`src/rtl/layer4_argmax.sv`:
```
// layer4_argmax: final classification stage after the layer-4 compute block.
// On start_i it reads N_CLASS scores from the layer-4 temp buffer, which has
// one cycle of registered read latency. It tracks the running maximum, where
// a tie keeps the lowest index, and presents the winning class on a
// valid/ready handshake. After the result is taken it pulses temp_clear_o
// for one cycle.
//
// Optional feature: define ARGMAX_TOP2_EN to add second_o, the runner-up
// class index.
//
// Ports:
//   clk_i, rst_i          clock; synchronous active-high reset
//   start_i               1-cycle pulse, accepted only in IDLE
//   temp_rd_en_o/addr_o   temp buffer read port (addr is 0 when en is 0)
//   score_i               temp buffer read data (1-cycle latency)
//   temp_clear_o          1-cycle clear pulse after the result handshake
//   busy_o                high whenever the FSM is not in IDLE
//   valid_o/ready_i       result handshake
//   class_o/score_o       argmax index and winning score
//   second_o              runner-up index (ARGMAX_TOP2_EN only)
module layer4_argmax #(
    parameter int unsigned N_CLASS    = 10,
    parameter int unsigned DATA_WIDTH = 8,
    parameter bit          SIGNED_CMP = 1'b1
) (
    input  logic                  clk_i,
    input  logic                  rst_i,
    input  logic                  start_i,
    output logic                  temp_rd_en_o,
    output logic [5:0]            temp_rd_addr_o,
    input  logic [DATA_WIDTH-1:0] score_i,
    output logic                  temp_clear_o,
    output logic                  busy_o,
    output logic                  valid_o,
    input  logic                  ready_i,
    output logic [3:0]            class_o,
`ifdef ARGMAX_TOP2_EN
    output logic [3:0]            second_o,
`endif
    output logic [DATA_WIDTH-1:0] score_o
);

    localparam int unsigned ADDR_W = 6;
    localparam int unsigned CLS_W  = 4;
    localparam logic [ADDR_W-1:0] LAST_ADDR = ADDR_W'(N_CLASS - 1);

    typedef enum logic [2:0] {
        IDLE  = 3'd0,
        READ  = 3'd1,
        DRAIN = 3'd2,
        OUT   = 3'd3,
        CLEAR = 3'd4
    } state_e;

    state_e                  state_q;
    logic                    rd_en_q;
    logic [ADDR_W-1:0]       rd_addr_q;
    logic                    clear_q;
    logic                    busy_q;
    logic                    valid_q;
    logic [CLS_W-1:0]        class_q;
    logic [DATA_WIDTH-1:0]   score_q;

    // Read-data qualifier: the read issued last cycle returns data this cycle.
    logic                    samp_q;
    logic [ADDR_W-1:0]       samp_idx_q;

    logic [DATA_WIDTH-1:0]   max_q, max_d;
    logic [ADDR_W-1:0]       max_idx_q, max_idx_d;

`ifdef ARGMAX_TOP2_EN
    logic [DATA_WIDTH-1:0]   sec_q, sec_d;
    logic [ADDR_W-1:0]       sec_idx_q, sec_idx_d;
    logic                    sec_vld_q, sec_vld_d;
    logic [CLS_W-1:0]        second_q;
`endif

    // Strict greater-than in the configured number format.
    function automatic logic gt(input logic [DATA_WIDTH-1:0] a,
                                input logic [DATA_WIDTH-1:0] b);
        if (SIGNED_CMP) begin
            return $signed(a) > $signed(b);
        end
        return a > b;
    endfunction

    // Running max (and runner-up) update for the score arriving this cycle.
    always_comb begin
        max_d     = max_q;
        max_idx_d = max_idx_q;
`ifdef ARGMAX_TOP2_EN
        sec_d     = sec_q;
        sec_idx_d = sec_idx_q;
        sec_vld_d = sec_vld_q;
`endif
        if (samp_q) begin
            if (samp_idx_q == '0) begin
                max_d     = score_i;
                max_idx_d = '0;
`ifdef ARGMAX_TOP2_EN
                sec_d     = '0;
                sec_idx_d = '0;
                sec_vld_d = 1'b0;
`endif
            end else if (gt(score_i, max_q)) begin
`ifdef ARGMAX_TOP2_EN
                sec_d     = max_q;
                sec_idx_d = max_idx_q;
                sec_vld_d = 1'b1;
`endif
                max_d     = score_i;
                max_idx_d = samp_idx_q;
            end
`ifdef ARGMAX_TOP2_EN
            // An empty runner-up slot takes the first non-max score.
            else if (!sec_vld_q || gt(score_i, sec_q)) begin
                sec_d     = score_i;
                sec_idx_d = samp_idx_q;
                sec_vld_d = 1'b1;
            end
`endif
        end
    end

    // Control FSM with registered outputs.
    always_ff @(posedge clk_i) begin
        if (rst_i) begin
            state_q    <= IDLE;
            rd_en_q    <= 1'b0;
            rd_addr_q  <= '0;
            clear_q    <= 1'b0;
            busy_q     <= 1'b0;
            valid_q    <= 1'b0;
            class_q    <= '0;
            score_q    <= '0;
            samp_q     <= 1'b0;
            samp_idx_q <= '0;
            max_q      <= '0;
            max_idx_q  <= '0;
`ifdef ARGMAX_TOP2_EN
            sec_q      <= '0;
            sec_idx_q  <= '0;
            sec_vld_q  <= 1'b0;
            second_q   <= '0;
`endif
        end else begin
            samp_q     <= rd_en_q;
            samp_idx_q <= rd_addr_q;
            max_q      <= max_d;
            max_idx_q  <= max_idx_d;
`ifdef ARGMAX_TOP2_EN
            sec_q      <= sec_d;
            sec_idx_q  <= sec_idx_d;
            sec_vld_q  <= sec_vld_d;
`endif
            clear_q    <= 1'b0;
            case (state_q)
                IDLE: begin
                    if (start_i) begin
                        state_q   <= READ;
                        rd_en_q   <= 1'b1;
                        rd_addr_q <= '0;
                        busy_q    <= 1'b1;
                    end
                end
                READ: begin
                    if (rd_addr_q == LAST_ADDR) begin
                        state_q   <= DRAIN;
                        rd_en_q   <= 1'b0;
                        rd_addr_q <= '0;
                    end else begin
                        rd_addr_q <= rd_addr_q + ADDR_W'(1);
                    end
                end
                DRAIN: begin
                    // Last score is folded in via max_d on this same edge.
                    state_q <= OUT;
                    valid_q <= 1'b1;
                    class_q <= CLS_W'(max_idx_d);
                    score_q <= max_d;
`ifdef ARGMAX_TOP2_EN
                    second_q <= CLS_W'(sec_idx_d);
`endif
                end
                OUT: begin
                    if (ready_i) begin
                        state_q <= CLEAR;
                        valid_q <= 1'b0;
                        clear_q <= 1'b1;
                    end
                end
                CLEAR: begin
                    state_q <= IDLE;
                    busy_q  <= 1'b0;
                end
                default: begin
                    state_q   <= IDLE;
                    rd_en_q   <= 1'b0;
                    rd_addr_q <= '0;
                    valid_q   <= 1'b0;
                    busy_q    <= 1'b0;
                end
            endcase
        end
    end

    assign temp_rd_en_o   = rd_en_q;
    assign temp_rd_addr_o = rd_addr_q;
    assign temp_clear_o   = clear_q;
    assign busy_o         = busy_q;
    assign valid_o        = valid_q;
    assign class_o        = class_q;
    assign score_o        = score_q;
`ifdef ARGMAX_TOP2_EN
    assign second_o       = second_q;
`endif

endmodule

```
`config.mk`:
```
export PLATFORM = sky130hd
export DESIGN_NAME = layer4_argmax
export DESIGN_NICKNAME = d
export VERILOG_FILES = /design/src/rtl/layer4_argmax.sv
export SDC_FILE = /design/constraint.sdc
export NUM_CORES = 1
export LEC_CHECK = 0
export CORE_ASPECT_RATIO = 1.75
export CORE_MARGIN = 3
export CORE_UTILIZATION = 34
export DETAILED_ROUTE_END_ITERATION = 7
export GPL_TIMING_DRIVEN = 0
export SLEW_MARGIN = 20
export SYNTH_ARGS = -nofsm -noshare
export SYNTH_HDL_FRONTEND = slang
export SYNTH_SLANG_ARGS = --single-unit
```
`constraint.sdc`:
```
create_clock -name clk_i -period 2.1 [get_ports clk_i]
set_input_delay 0.525 -clock clk_i [delete_from_list [all_inputs] [get_ports clk_i]]
set_output_delay 0.525 -clock clk_i [all_outputs]
set_load 0.03 [all_outputs]
```
After elaboration in Yosys (flattened, before gate mapping):

Index checks and enable logic that the tools add are counted.
Widths: inputs -> output; s select.

* flip-flop bits (word level): 44
* latch bits: 0
* memory bits (writable): 0
* bits in read-only memories: 0
* input bits: 12
* output and inout port bits: 22
* logic and storage cells: 63
* memories: 0

* $add $sub $neg: 1
* multiply operators: 0
* div/mod/pow operators: 0
* magnitude comparators: 2
* equal/unequal tests: 8
* shift-type cells: 0
* muxes and demuxes: 25
* bitwise logic cells: 4
* reductions and logical operators: 11

Operators with widths (count)
* $mux 8: 3
* $pmux 6 s3: 1
* $gt 8x8->1: 2
* $mux 4: 3
* $mux 6: 2
* $pmux 3 s4: 1
* $mux 1: 9
* $mux 3: 3
* $reduce_or 3->1: 3
* $add 6x1->6 const B: 1
* $eq 3x2->1 const B: 2
* $eq 6x4->1 const B: 1
* $logic_not 6->1: 1
* $ne 2x2->1 const B: 3
* $pmux 1 s3: 2
* $reduce_and 2->1: 3
* $reduce_and 3->1: 2
* $not 1->1: 4
* $eq 3x1->1 const B: 1
* $eq 3x3->1 const B: 1
* $logic_not 3->1: 1
* $pmux 1 s2: 1
* $reduce_or 2->1: 1

Depth between registers and ports, before layout:

* depth after elaboration: 9
* depth in mapped cells: 8
* depth with buffers taken out: 7

Worst setup path before layout:

No wires, ideal clock.

* kind: input to register
* start point: input port score_i[6]
* end point: register class_q[2], in the netlist class_o[2]
* library setup time: 0.073 ns
* arrival time: 1.976 ns
* required time: 2.027 ns
* path slack: 0.051 ns
* cell stages on the path: 7
* path buffers: 1
* cells stage by stage: ha_1 a211oi_1 o211ai_1 o21a_2 buf_6 o311a_4 o22ai_2

* cells in the longest elaborated chain, start to end: 7
* elaborated cells on any way between the ends: 8
* classes of those cells: order compare (2); mux (6)

RTL lines
* start, declared: line 31 `input logic [DATA_WIDTH-1:0] score_i,`
* $gt 8x8->1, on equally long branches: line 84, 82
* $mux 1 (*): line 84 `return a > b;`
* $mux 1 (*): line 97 `if (samp_idx_q == '0) begin`
* $mux 1 (*): line 96 `if (samp_q) begin`
* $mux 4 (*): line 105 `end else if (gt(score_i, max_q)) begin`
* $mux 4 (*): line 97
* $mux 4 (*): line 96
* end signal, assigned: line 179 `class_q <= CLS_W'(max_idx_d);`
* end, declared: line 61 `logic [CLS_W-1:0] class_q;`

Every way passes the cells marked *; elsewhere a longest branch is shown, timed or not. The select of a mux whose other input is x is not followed.
A chain may end at the register's enable or synchronous reset.

Final worst setup path:

* start point: register max_q[6]
* end point: register class_q[2], in the netlist class_o[2]

* cells in the longest elaborated chain, start to end: 7
* elaborated cells on any way between the ends: 8
* classes of those cells: order compare (2); mux (6)

RTL lines
* start, declared: line 68 `logic [DATA_WIDTH-1:0] max_q, max_d;`
* start signal, assigned: line 149 `max_q <= max_d;`
* $gt 8x8->1, on equally long branches: line 84, 82
* $mux 1 (*): line 84
* $mux 1 (*): line 97
* $mux 1 (*): line 96
* $mux 4 (*): line 105
* $mux 4 (*): line 97
* $mux 4 (*): line 96

Marked as above.

==> summary.txt <==
Layout
  • Commonest non-fill, non-tap cell in the layout: dfxtp_1
  • Area growth, synth to finish: 34.61%
  • Commonest non-fill, non-tap cells in the layout: 42 x dfxtp_1, 25 x clkdlybuf4s50_1, 22 x nor2_1
  • Nets: a little under 300
  • Share of cells above drive strength 1: 18.96%
  • Finished Cell Area: 2720 um2
  • Layout Cells excl Fill: 345
  • Diode count: 0

Clock network
  • Root Buffer: clkbuf_8
  • Clk Latency, worst-skew pair: roughly 300 ps
  • CTS tree: built
  • Longest Clk Path Bufs: 2
  • Num CTS Buffers: 5
  • CTS sink cnt: 44
  • Max H-tree Level: 2
  • Worst-path clk slew: 80 ps

Floorplan
  • Die area: 6941 um2
  • FP Rows: 36
  • Die Y-Extent: 108.0 um
  • Initial Util: between 30% and 40%
  • Width of the chip: 64.28 um
  • Area of the core: between 5000 and 6000 um2
  • Ports: 34

GRT
  • Remaining Overflow, GRT: 0
  • Total GRT Usage: 16.84%
  • First-pass GRT wire length: 8921 um
  • Initial antenna violation count: 0
  • Vias in the first global route: 1885
  • Largest net degree at the start of global routing: 14

Worst hold path
  • HP Start: temp_rd_en_o$_SDFFE_PP0P_
  • Hold Crit Endpoint: temp_rd_en_o$_SDFFE_PP0P_
  • Hold path depth: 2
  • Min-Delay Path Class: reg -> reg

Synth
  • Mapped Area: 2021 um2
  • Mapped Cells: 222
  • Synth cell types: 41
  • Largest family of logic cells by synthesized area: compound AO/OA/AOI/OAI gates
  • Sequential area share after synthesis: between 40% and 50%
  • Post-Synth Adder-Cell Area: 6.192%
  • Syn Nets: 244
  • Xor and xnor area share after synthesis: between 2 and 2.5%
  • Post-synthesis mux area share: 1.115%
  • Post-synthesis compound-gate area fraction: 22.79%
  • Synth Register Bits: 44
  • Synth Area per Inst: 9.102 um2
  • Yosys warnings: 0
  • Synth Area in Simple Gates: 18.95%

Worst setup path
  • RR Startpoint: max_q[6]$_SDFF_PP0_
  • Type of the worst setup path: reg -> reg
  • Worst Path Max Fanout: 3
  • CP arrival: roughly 2300 ps
  • Reg2reg setup slack: 30 ps
  • Reg-to-Reg End: class_o[2]$_SDFFE_PP0P_
  • Crit start category: register
  • WP data required: 2280 ps
  • CP endpoint kind: register
  • R2R cell count: 9

Power and ir drop
  • Leakage power: 0.9143 nW
  • Worst VDD drop: 0.0004357 V
  • Power Dens Cells: 624.7 nW/um2

Placement
  • RD Place Congestion: about 0.85
  • Detailed placement HPWL: roughly 3600 um
  • Placed Instance Area: 2446 um2
  • Pre-CTS setup slack: -737.3 ps
  • Cells after DPL: 331
  • IO buf count: 33

Detailed routing
  • DR iter-0 viols: 96
  • TritonRoute pass-1 iters: 4
  • DRT antenna net count: 0
  • DRC: 0
  • Routed vias/inst: about 5.3
  • Routed WL: 5404 um
  • DR WL/cell: between 15 and 20 um
  • Routed via count: 1824

Timing
  • Worst Max-Slew Pin Slew: ~700 ps
  • Post-route setup slack: 26.01 ps
  • Final number of hold-violating endpoints: 0
  • Final slew viol count: 0
  • Max Clk Rate: ~0.48 GHz
  • Layout Skew: 6.710 ps
  • Post-route minimum period: between 2000 and 2500 ps
  • Rel. slew slack: 54.20%
  • # setup viols final: 0
  • Fin crit share: 98.76%

Run
  • Max_cap viols: 0

Status
  • Status: complete, no violations
==> worst max path at each step <==
stage / start / endpoint / depth (start not counted)
detailed placement: score_i[7] / score_o[5]$_SDFFE_PP0P_ / 8
global placement: score_i[7] / score_o[5]$_SDFFE_PP0P_ / 8
global route: max_q[6]$_SDFF_PP0_ / class_o[2]$_SDFFE_PP0P_ / 9
CTS: score_i[2] / score_o[5]$_SDFFE_PP0P_ / 8
finish: max_q[6]$_SDFF_PP0_ / class_o[2]$_SDFFE_PP0P_ / 9
floorplan: score_i[6] / class_o[2]$_SDFFE_PP0P_ / 7
==> kinds of logic (layout without fill, tap and decap cells) <==
family	Yosys count	in the layout
mux	2	2
flops	44	44
simple gates	75	75
buf+inv	25	71
fa+ha+maj	10	10
compound gates	61	62
xor+xnor	5	5
==> flip-flops by register name, summed over array words and instances (netlist names) <==
name / count
busy_o: 1
valid_o: 1
class_o: 4
max_idx_q: 4
state_q: 3
temp_rd_en_o: 1
temp_clear_o: 1
temp_rd_addr_o: 6
max_q: 8
samp_idx_q: 6
samp_q: 1
score_o: 8
==> stage by stage <==
step                setup TNS, ps  total power (W)  utilization (%)  hold slack, ps
CTS                             0         0.001696            47.55           495.7
finish                          0         0.001699            47.93           489.0
detailed placement         -15850         0.001097            43.10           478.0
global route               -1.198         0.001775            47.93           522.5
floorplan                       0         0.001021                -           457.1
global placement           -15790         0.001096            43.10           474.5
==> cells in the mapped netlist, drive strengths merged <==
master,count,area (um2)
o21ai,4,20.02
and3,1,6.260
o22ai,1,12.51
clkbuf,8,30.03
nor3,3,15.01
o311a,1,21.27
mux2,2,22.52
o21bai,3,22.52
o21a,1,8.760
nand2,13,48.80
buf,5,30.02
nand3b,2,15.01
xor2,4,35.03
a2111oi,1,8.760
nand2b,3,18.77
nand4,3,25.02
dfxtp,44,880.8
nand3,12,60.06
nor3b,1,12.51
ha,10,125.1
a21o,2,15.01
o211ai,12,105.1
a311oi,9,78.83
a211oi,3,27.52
nor2,24,92.59
nor4b,3,26.28
nor2b,10,62.56
a31oi,5,31.28
a21oi,16,83.83
xnor2,1,8.760
inv,12,45.04
a22oi,1,7.510
o31a,1,8.760
a31o,1,8.760
==> layer usage <==
layer  wire (um)  up-vias  track usage [%]
met5           0        -                0
met1        2069      869            17.20
met3         196       12            3.326
met4         164        0            8.926
li1            -      899                -
met2        2974       44            31.51
==> worst max-delay path, stage by stage, from the launching register on <==
cell	delay (ps)
dfxtp_2	340
inv_1	60
ha_4	260
a211oi_2	210
o211ai_1	150
buf_4	190
buf_4	130
o211ai_1	270
o311a_4	270
o22ai_2	60
==> timing repair <==
| item | in CTS | in global routing |
|---|---|---|
| gates cloned | 2 | 0 |
| hold endpoints to repair | 0 | 0 |
| setup buffers | 4 | 0 |
| gates resized for setup | 22 | 22 |
| endpoints found under the setup margin | 24 | 23 |
| hold buffers | 0 | 0 |
| pin swaps | 14 | 16 |
==> cell type report <==
class / instances / area (um2)
Fill cell: 553 / 2955
Multi-Input combinational cell: 154 / 1195
Sequential cell: 44 / 883.3
Timing Repair Buffer: 38 / 347.8
Tap cell: 76 / 95.09
Clock buffer: 7 / 86.33
Buffer: 13 / 60.06
Inverter: 12 / 45.04
Clock inverter: 1 / 7.507
==> power by group <==
part	switching (W)	internal [W]
Clock	0.000292	0.000268
Combinational	0.000162	0.000112
Sequential	0.0000132	0.000853
Total	0.000467	0.00123
Note: power is estimated with default switching activity, not from simulation.
